$ cat config.mk
export PLATFORM = sky130hd
export DESIGN_NAME = id_ex_operand_stage_flat
export DESIGN_NICKNAME = d
export VERILOG_FILES = /design/src/rtl/id_ex_operand_stage_if.sv /design/src/rtl/id_ex_operand_stage.sv /design/src/flat_wrapper.sv
export SDC_FILE = /design/constraint.sdc
export NUM_CORES = 1
export LEC_CHECK = 0
export BUFFER_PORTS_ARGS = -buffer_cell sky130_fd_sc_hd__buf_2
export CORE_UTILIZATION = 41
export DETAILED_ROUTE_END_ITERATION = 10
export PLACE_DENSITY = 0.76
export SLEW_MARGIN = 5
export SYNTH_ARGS = -nofsm -noshare
export SYNTH_HDL_FRONTEND = slang
export SYNTH_SLANG_ARGS = --single-unit
$ cat constraint.sdc
create_clock -name clk -period 1.8 [get_ports clk]
set_clock_uncertainty 0.1 [all_clocks]
set_input_delay 0.18 -clock clk [delete_from_list [all_inputs] [get_ports clk]]
set_output_delay 0.18 -clock clk [all_outputs]
set_load 0.01 [all_outputs]
$ cat src/rtl/id_ex_operand_stage_if.sv
// id_ex_operand_stage_if: decode-side inputs, forwarding sources and EX-side outputs of the ID/EX operand stage
interface id_ex_operand_stage_if #(
  parameter int DATA_W = 32,
  parameter int REG_AW = 5
);
  logic              id_valid;
  logic              stall;
  logic              flush;
  logic [REG_AW-1:0] rs_addr;
  logic [REG_AW-1:0] rt_addr;
  logic [DATA_W-1:0] rs_data;
  logic [DATA_W-1:0] rt_data;
  logic [15:0]       imm16;
  logic              ext_zero;
  logic              alu_src_in;
  logic              reg_write_in;
  logic              mem_read_in;
  logic [REG_AW-1:0] rd_in;
  logic              exmem_reg_write;
  logic [REG_AW-1:0] exmem_rd;
  logic [DATA_W-1:0] exmem_result;
  logic              memwb_reg_write;
  logic [REG_AW-1:0] memwb_rd;
  logic [DATA_W-1:0] memwb_result;
  logic              load_use_stall;
  logic              ex_valid;
  logic [DATA_W-1:0] ex_src_a;
  logic [DATA_W-1:0] ex_src_b;
  logic [DATA_W-1:0] ex_constante;
  logic              ex_alu_src;
  logic              ex_reg_write;
  logic              ex_mem_read;
  logic [REG_AW-1:0] ex_rd;
  modport master (
    output id_valid, stall, flush, rs_addr, rt_addr, rs_data, rt_data, imm16, ext_zero,
           alu_src_in, reg_write_in, mem_read_in, rd_in, exmem_reg_write, exmem_rd,
           exmem_result, memwb_reg_write, memwb_rd, memwb_result,
    input  load_use_stall, ex_valid, ex_src_a, ex_src_b, ex_constante, ex_alu_src,
           ex_reg_write, ex_mem_read, ex_rd
  );
  modport slave (
    input  id_valid, stall, flush, rs_addr, rt_addr, rs_data, rt_data, imm16, ext_zero,
           alu_src_in, reg_write_in, mem_read_in, rd_in, exmem_reg_write, exmem_rd,
           exmem_result, memwb_reg_write, memwb_rd, memwb_result,
    output load_use_stall, ex_valid, ex_src_a, ex_src_b, ex_constante, ex_alu_src,
           ex_reg_write, ex_mem_read, ex_rd
  );
endinterface

$ cat src/rtl/id_ex_operand_stage.sv
// id_ex_operand_stage: ID/EX register with immediate extension, operand forwarding and load-use bubble
module id_ex_operand_stage #(
  parameter int DATA_W = 32,
  parameter int REG_AW = 5
) (
  input logic clk,
  input logic rst_n,
  id_ex_operand_stage_if.slave bus
);
  logic              valid_q;
  logic [DATA_W-1:0] src_a_q;
  logic [DATA_W-1:0] src_b_q;
  logic [DATA_W-1:0] const_q;
  logic              alu_src_q;
  logic              reg_write_q;
  logic              mem_read_q;
  logic [REG_AW-1:0] rd_q;
  logic              a_ex, a_wb, b_ex, b_wb, lus, bubble;
  logic [DATA_W-1:0] fwd_a, fwd_b, constante;
  // forwarding select and immediate extension; register 0 never matches
  always_comb begin
    a_ex = bus.exmem_reg_write && bus.exmem_rd == bus.rs_addr && bus.rs_addr != '0;
    a_wb = bus.memwb_reg_write && bus.memwb_rd == bus.rs_addr && bus.rs_addr != '0;
    b_ex = bus.exmem_reg_write && bus.exmem_rd == bus.rt_addr && bus.rt_addr != '0;
    b_wb = bus.memwb_reg_write && bus.memwb_rd == bus.rt_addr && bus.rt_addr != '0;
    fwd_a = a_ex ? bus.exmem_result : a_wb ? bus.memwb_result : bus.rs_data;
    fwd_b = b_ex ? bus.exmem_result : b_wb ? bus.memwb_result : bus.rt_data;
    constante = bus.ext_zero ? {{(DATA_W-16){1'b0}}, bus.imm16}
                             : {{(DATA_W-16){bus.imm16[15]}}, bus.imm16};
    lus = bus.id_valid && valid_q && mem_read_q && rd_q != '0 &&
          (rd_q == bus.rs_addr || rd_q == bus.rt_addr);
    bubble = !rst_n || bus.flush || (!bus.stall && lus);
  end
  // pipeline register: clear on reset/flush/hazard, hold on stall, else capture
  always_ff @(posedge clk) begin
    if (bubble) begin
      valid_q     <= 1'b0;
      src_a_q     <= '0;
      src_b_q     <= '0;
      const_q     <= '0;
      alu_src_q   <= 1'b0;
      reg_write_q <= 1'b0;
      mem_read_q  <= 1'b0;
      rd_q        <= '0;
    end else if (!bus.stall) begin
      valid_q     <= bus.id_valid;
      src_a_q     <= fwd_a;
      src_b_q     <= fwd_b;
      const_q     <= constante;
      alu_src_q   <= bus.alu_src_in;
      reg_write_q <= bus.id_valid && bus.reg_write_in;
      mem_read_q  <= bus.id_valid && bus.mem_read_in;
      rd_q        <= bus.rd_in;
    end
  end
  assign bus.load_use_stall = lus;
  assign bus.ex_valid       = valid_q;
  assign bus.ex_src_a       = src_a_q;
  assign bus.ex_src_b       = src_b_q;
  assign bus.ex_constante   = const_q;
  assign bus.ex_alu_src     = alu_src_q;
  assign bus.ex_reg_write   = reg_write_q;
  assign bus.ex_mem_read    = mem_read_q;
  assign bus.ex_rd          = rd_q;
endmodule

$ cat src/flat_wrapper.sv
// flat-port wrapper written by rule: the top's interface ports become plain ports
module id_ex_operand_stage_flat 
#(
  parameter int DATA_W = 32,
  parameter int REG_AW = 5
)
  (clk, rst_n, bus_id_valid, bus_stall, bus_flush, bus_rs_addr, bus_rt_addr, bus_rs_data, bus_rt_data, bus_imm16, bus_ext_zero, bus_alu_src_in, bus_reg_write_in, bus_mem_read_in, bus_rd_in, bus_exmem_reg_write, bus_exmem_rd, bus_exmem_result, bus_memwb_reg_write, bus_memwb_rd, bus_memwb_result, bus_load_use_stall, bus_ex_valid, bus_ex_src_a, bus_ex_src_b, bus_ex_constante, bus_ex_alu_src, bus_ex_reg_write, bus_ex_mem_read, bus_ex_rd);
  id_ex_operand_stage_if #(.DATA_W(DATA_W), .REG_AW(REG_AW)) bus_i ();
  input logic clk;
  input logic rst_n;
  input wire logic [$bits(bus_i.id_valid)-1:0] bus_id_valid;
  input wire logic [$bits(bus_i.stall)-1:0] bus_stall;
  input wire logic [$bits(bus_i.flush)-1:0] bus_flush;
  input wire logic [$bits(bus_i.rs_addr)-1:0] bus_rs_addr;
  input wire logic [$bits(bus_i.rt_addr)-1:0] bus_rt_addr;
  input wire logic [$bits(bus_i.rs_data)-1:0] bus_rs_data;
  input wire logic [$bits(bus_i.rt_data)-1:0] bus_rt_data;
  input wire logic [$bits(bus_i.imm16)-1:0] bus_imm16;
  input wire logic [$bits(bus_i.ext_zero)-1:0] bus_ext_zero;
  input wire logic [$bits(bus_i.alu_src_in)-1:0] bus_alu_src_in;
  input wire logic [$bits(bus_i.reg_write_in)-1:0] bus_reg_write_in;
  input wire logic [$bits(bus_i.mem_read_in)-1:0] bus_mem_read_in;
  input wire logic [$bits(bus_i.rd_in)-1:0] bus_rd_in;
  input wire logic [$bits(bus_i.exmem_reg_write)-1:0] bus_exmem_reg_write;
  input wire logic [$bits(bus_i.exmem_rd)-1:0] bus_exmem_rd;
  input wire logic [$bits(bus_i.exmem_result)-1:0] bus_exmem_result;
  input wire logic [$bits(bus_i.memwb_reg_write)-1:0] bus_memwb_reg_write;
  input wire logic [$bits(bus_i.memwb_rd)-1:0] bus_memwb_rd;
  input wire logic [$bits(bus_i.memwb_result)-1:0] bus_memwb_result;
  output wire logic [$bits(bus_i.load_use_stall)-1:0] bus_load_use_stall;
  output wire logic [$bits(bus_i.ex_valid)-1:0] bus_ex_valid;
  output wire logic [$bits(bus_i.ex_src_a)-1:0] bus_ex_src_a;
  output wire logic [$bits(bus_i.ex_src_b)-1:0] bus_ex_src_b;
  output wire logic [$bits(bus_i.ex_constante)-1:0] bus_ex_constante;
  output wire logic [$bits(bus_i.ex_alu_src)-1:0] bus_ex_alu_src;
  output wire logic [$bits(bus_i.ex_reg_write)-1:0] bus_ex_reg_write;
  output wire logic [$bits(bus_i.ex_mem_read)-1:0] bus_ex_mem_read;
  output wire logic [$bits(bus_i.ex_rd)-1:0] bus_ex_rd;
  assign bus_i.id_valid = bus_id_valid;
  assign bus_i.stall = bus_stall;
  assign bus_i.flush = bus_flush;
  assign bus_i.rs_addr = bus_rs_addr;
  assign bus_i.rt_addr = bus_rt_addr;
  assign bus_i.rs_data = bus_rs_data;
  assign bus_i.rt_data = bus_rt_data;
  assign bus_i.imm16 = bus_imm16;
  assign bus_i.ext_zero = bus_ext_zero;
  assign bus_i.alu_src_in = bus_alu_src_in;
  assign bus_i.reg_write_in = bus_reg_write_in;
  assign bus_i.mem_read_in = bus_mem_read_in;
  assign bus_i.rd_in = bus_rd_in;
  assign bus_i.exmem_reg_write = bus_exmem_reg_write;
  assign bus_i.exmem_rd = bus_exmem_rd;
  assign bus_i.exmem_result = bus_exmem_result;
  assign bus_i.memwb_reg_write = bus_memwb_reg_write;
  assign bus_i.memwb_rd = bus_memwb_rd;
  assign bus_i.memwb_result = bus_memwb_result;
  assign bus_load_use_stall = bus_i.load_use_stall;
  assign bus_ex_valid = bus_i.ex_valid;
  assign bus_ex_src_a = bus_i.ex_src_a;
  assign bus_ex_src_b = bus_i.ex_src_b;
  assign bus_ex_constante = bus_i.ex_constante;
  assign bus_ex_alu_src = bus_i.ex_alu_src;
  assign bus_ex_reg_write = bus_i.ex_reg_write;
  assign bus_ex_mem_read = bus_i.ex_mem_read;
  assign bus_ex_rd = bus_i.ex_rd;
  id_ex_operand_stage #(.DATA_W(DATA_W), .REG_AW(REG_AW)) u_core (.clk(clk), .rst_n(rst_n), .bus(bus_i));
endmodule
==> metrics.sh <==
CLK_ROOT_BUFFER_CELL='sky130_fd_sc_hd__clkbuf_16'
GRT_PASS1_WL_UM=29100
DRV_SLEW=0
SYNTH.CELL_AREA_SQ_MM=0.00512
POSTSYNTHREGISTERBITS=90
CRIT_STARTPOINT='u_core.bus.ex_rd[1]'
N_ANTENNA_CELL=0
DR.PASS1.ITERS=4
NUMPORTBUFFERS=285
VIOLATIONS='setup timing'
TIMING.CRITICAL_PATH.ARRIVAL_NS=2.16
DETAILROUTE.VIA_COUNT=5884
POST_ROUTE_CELLS_DRIVE_ABOVE_1_SHARE=0.519
INITIAL_STANDARD_CELL_UTILIZATION_OF_THE_CORE=0.422
CP.DEPTH=6
SYNTH.AREA.TOP_CELLS='sky130_fd_sc_hd__dfxtp_1 (35%), sky130_fd_sc_hd__o31ai_1 (9.2%), sky130_fd_sc_hd__nor2_1 (6.9%), sky130_fd_sc_hd__a211oi_2 (6.1%), sky130_fd_sc_hd__a211oi_1 (5.6%)'
POWERDENSITY_mW_PER_MM2=678
WORSTSETUPENDPOINT='u_core.bus.ex_src_a[28]'
POST_SYNTH_NUM_CELL_TYPES=39
FINAL_CRITICAL_PATH_SETUP_SLACK_NS=-0.216
REPORT.FINAL.HOLD_VIOL_COUNT=0
ROUTED_VIA_DENSITY=5.48
CLOCK_BUFFER_COUNT_FROM_CTS=9
CTS_MAX_PATH_BUFS=2
NFILLCELLS=985
IO-PIN-COUNT=286
OUTCOME='finished with violations'
CORE_SQ_MM=0.0121
R2R_SLACK_NS=-0.22
REPORT.FINAL.SETUP_VIOL=91
AREA_GROWTH_PCT=56.0
SYNTH_FP_NETS=776
P_TOTAL_mW=5.41
POST_DRT_WL_PER_CELL_UM=18.4
MAX_FREQ_MHz=496
MAXIMUM_NUMBER_OF_PINS_ON_ONE_NET_BEFORE_GLOBAL_ROUTE_REPAIR=64
DRC=0
LAYOUT_COMMONEST_CELL='sky130_fd_sc_hd__buf_2'
CRITICAL-PATH-SLOWEST-CELL='sky130_fd_sc_hd__or4_4'
WORST_SETUP_PATH_END_KIND='flop'
WIRE_LENGTH_REPORTED_BY_THE_DETAILED_ROUTER_UM=19700
BUFFERING_STAGE_COUNT_ON_THE_WORST_PATH_WITH_INVERTERS_INCLUDED=2
MULTI_INPUT_COMB_AREA_SQ_MM=0.00332
SEQUENTIAL_CELL_AREA_SQ_MM=0.00181
CRITICAL_PATH.MAX_STAGE_DELAY_NS=0.54
PATH_CELLS='or4_4 > o2111ai_4 > buf_4 > o21ai_4 > buf_12 > o31ai_2'
TIMING.SLEW.HEADROOM=0.320
NUM_ROWS=40
FIN_TNS_SETUP_NS=-13.20
ANT_NETS=0
CHIPWIDTH_UM=114
DIE_HEIGHT_UM=114
TIMING.HOLD.WORST.CLASS='input port to flop'
WORST_EP_REQUIRED_TIME_NS=1.94
START_TO_END_TYPE_OF_THE_WORST_SETUP_PATH='flop to flop'
GRT_REMAINING_OVERFLOW=0
FINAL_MIN_PERIOD_OVER_CLOCK_PERIOD=1.12
CTS.SINKS=90
CRITICAL_PATH.TOP_DELAY_FAMILY='compound AO/OA/AOI/OAI gates'
SYNTHESIS.YOSYS.WARNINGS=0
CLOCK_INSERTION_DELAY_WORST_SKEW_NS=0.34
DETAILED_PLACE_HPWL_UM=13300
WORST_R2R_STARTPOINT='u_core.bus.ex_rd[1]'
GRT_SETUP_UNREPAIRED='yes'
STATIC-LEAKAGE-POWER_nW=3.70
INITIAL_ANTENNA_VIOLATION_COUNT=0
CRIT_FANOUT=33
MOST-COMMON-LAYOUT-CELLS='sky130_fd_sc_hd__buf_2 (285), sky130_fd_sc_hd__dfxtp_1 (86), sky130_fd_sc_hd__nor2_1 (68)'
POST_SYNTH_INST_COUNT=596
FP.DIEAREA_SQ_MM=0.0129
MAX-VDD-IR-DROP_mV=0.455
VIAS_IN_THE_FIRST_GLOBAL_ROUTE=5723
FINALWEIGHTEDCONGESTION=0.881
POSTSYNTH.ASYNCRESETSHARE=0
DRV.MAX_CAP_VIOLATION_COUNT=0
SYNTH.AVG_CELL_AREA_SQ_UM=8.58
ELEMENT_TYPE_AT_THE_CRITICAL_PATH_START='flop'
MAX_SLEW.WORST_PIN.SLEW_NS=1.02
CTS.REPORTEDPATHS.CLKPINSLEW_NS=0.07
GRTUSAGETOTAL=0.291
SYNTH_FF_TYPE='sky130_fd_sc_hd__dfxtp_1'
FINALNETCOUNT=1081
YOSYS.AREA.TOP_TYPE='sky130_fd_sc_hd__dfxtp_1'
WORST_HOLD_START='bus_exmem_result[23]'
HTREEDEPTH=3
SYNTH_ENABLE_FLOP_CELLS=0
SYNTH_SEQ_AREA_SHARE=0.352
FINAL.MIN_CLOCK_PERIOD_NS=2.02
CTS_TREE='yes'
R2R_CELLS=6
DETAILEDROUTE.FIRSTITERATIONVIOLATIONS=489
YOSYSTOPAREACELLSHARE=0.352
TIMING.RR.END='u_core.bus.ex_src_a[28]'
logic make-up (layout without fill, tap and decap cells):
logic type             count (synthesis)  after routing  synth area share
AO/OA/AOI/OAI                        203            203             0.328
AND/OR/NAND/NOR                      179            179             0.145
buffers and inverters                 72            381            0.0809
multiplexers                          22             22            0.0430
XOR/XNOR                              30             30            0.0514
flip-flops                            90             90             0.352
sequential cells by signal (all words and copies together) (netlist names):
signal and flops:
u_core.bus.ex_mem_read 1, u_core.bus.ex_src_a 32, u_core.bus.ex_rd 5, u_core.bus.ex_valid 1, u_core.bus.ex_constante 17, u_core.bus.ex_reg_write 1
u_core.bus.ex_alu_src 1, u_core.bus.ex_src_b 32
worst min path at each step:
stage	depth (start not counted)	end	slack, ns
4_1_cts	3	u_core.bus.ex_alu_src	0.005
5_1_grt	3	u_core.bus.ex_src_b[28]	0.04
3_3_place_gp	3	u_core.bus.ex_constante[0]	0.31
6_report	3	u_core.bus.ex_src_b[23]	0.04
2_1_floorplan	2	u_core.bus.ex_alu_src	0.22
3_5_place_dp	3	u_core.bus.ex_constante[0]	0.32
layout make-up:
type                    instances  share of cell area
repair buffers                365               0.289
inverters                       1            0.000470
flip-flops and latches         90               0.226
clock buffers                  10              0.0287
multi-input cells             434               0.416
clock inverters                 5              0.0130
well taps                     168              0.0263
report_power, final:
group	internal [mW]	switching [mW]	total, mW
Clock	1.35	0.822	2.17
Sequential	2.06	0.0424	2.10
Combinational	0.548	0.584	1.13
Yosys cell counts, drive strengths merged (3+ instances only):
library cell	count
xor2	10
a22oi	3
xnor2	20
clkbuf	32
o31ai	63
nor2	94
nor3	4
mux2i	22
buf	39
nand2	65
a21boi	63
a211oi	63
or4	3
dfxtp	90
a21oi	3
per-layer routing:
layer / routed length, um / vias to the layer above / share of wire / global-route usage
li1: - / 2740 / - / -
met1: 7840 / 2775 / 0.40 / 0.335
met2: 9920 / 310 / 0.50 / 0.521
met3: 1340 / 59 / 0.068 / 0.0547
met4: 609 / 0 / 0.031 / 0.133
met5: 0 / - / 0 / 0
through the flow:
stage / util / instance area (sq um) / hold slack [ns] / std cells / setup slack [ns]
finish: 0.659 / 7980 / 0.0409 / 1073 / -0.216
global route: 0.659 / 7980 / 0.0414 / 1073 / -0.292
CTS: 0.635 / 7690 / 0.00540 / 1073 / -0.243
detailed placement: 0.571 / 6920 / 0.319 / 1026 / -0.362
global placement: 0.571 / 6920 / 0.307 / 1026 / -0.285
floorplan: - / 5190 / 0.224 / 596 / -0.0717
timing repair:
action                     CTS  global route
setup endpoints to repair   90            91
hold endpoints to repair    23             0
hold buffers                23             0
buffers inserted             7             0
pin swaps                   18             6
resized for setup           23            66
gates cloned                 3             0
worst reg2reg max path, stage by stage (launching register included):
cell,delay [ns]
sky130_fd_sc_hd__dfxtp_2,0.32
sky130_fd_sc_hd__or4_4,0.54
sky130_fd_sc_hd__o2111ai_4,0.21
sky130_fd_sc_hd__buf_4,0.15
sky130_fd_sc_hd__o21ai_4,0.07
sky130_fd_sc_hd__buf_12,0.20
sky130_fd_sc_hd__o31ai_2,0.31
No activity file was read; power rests on OpenSTA's default activity.
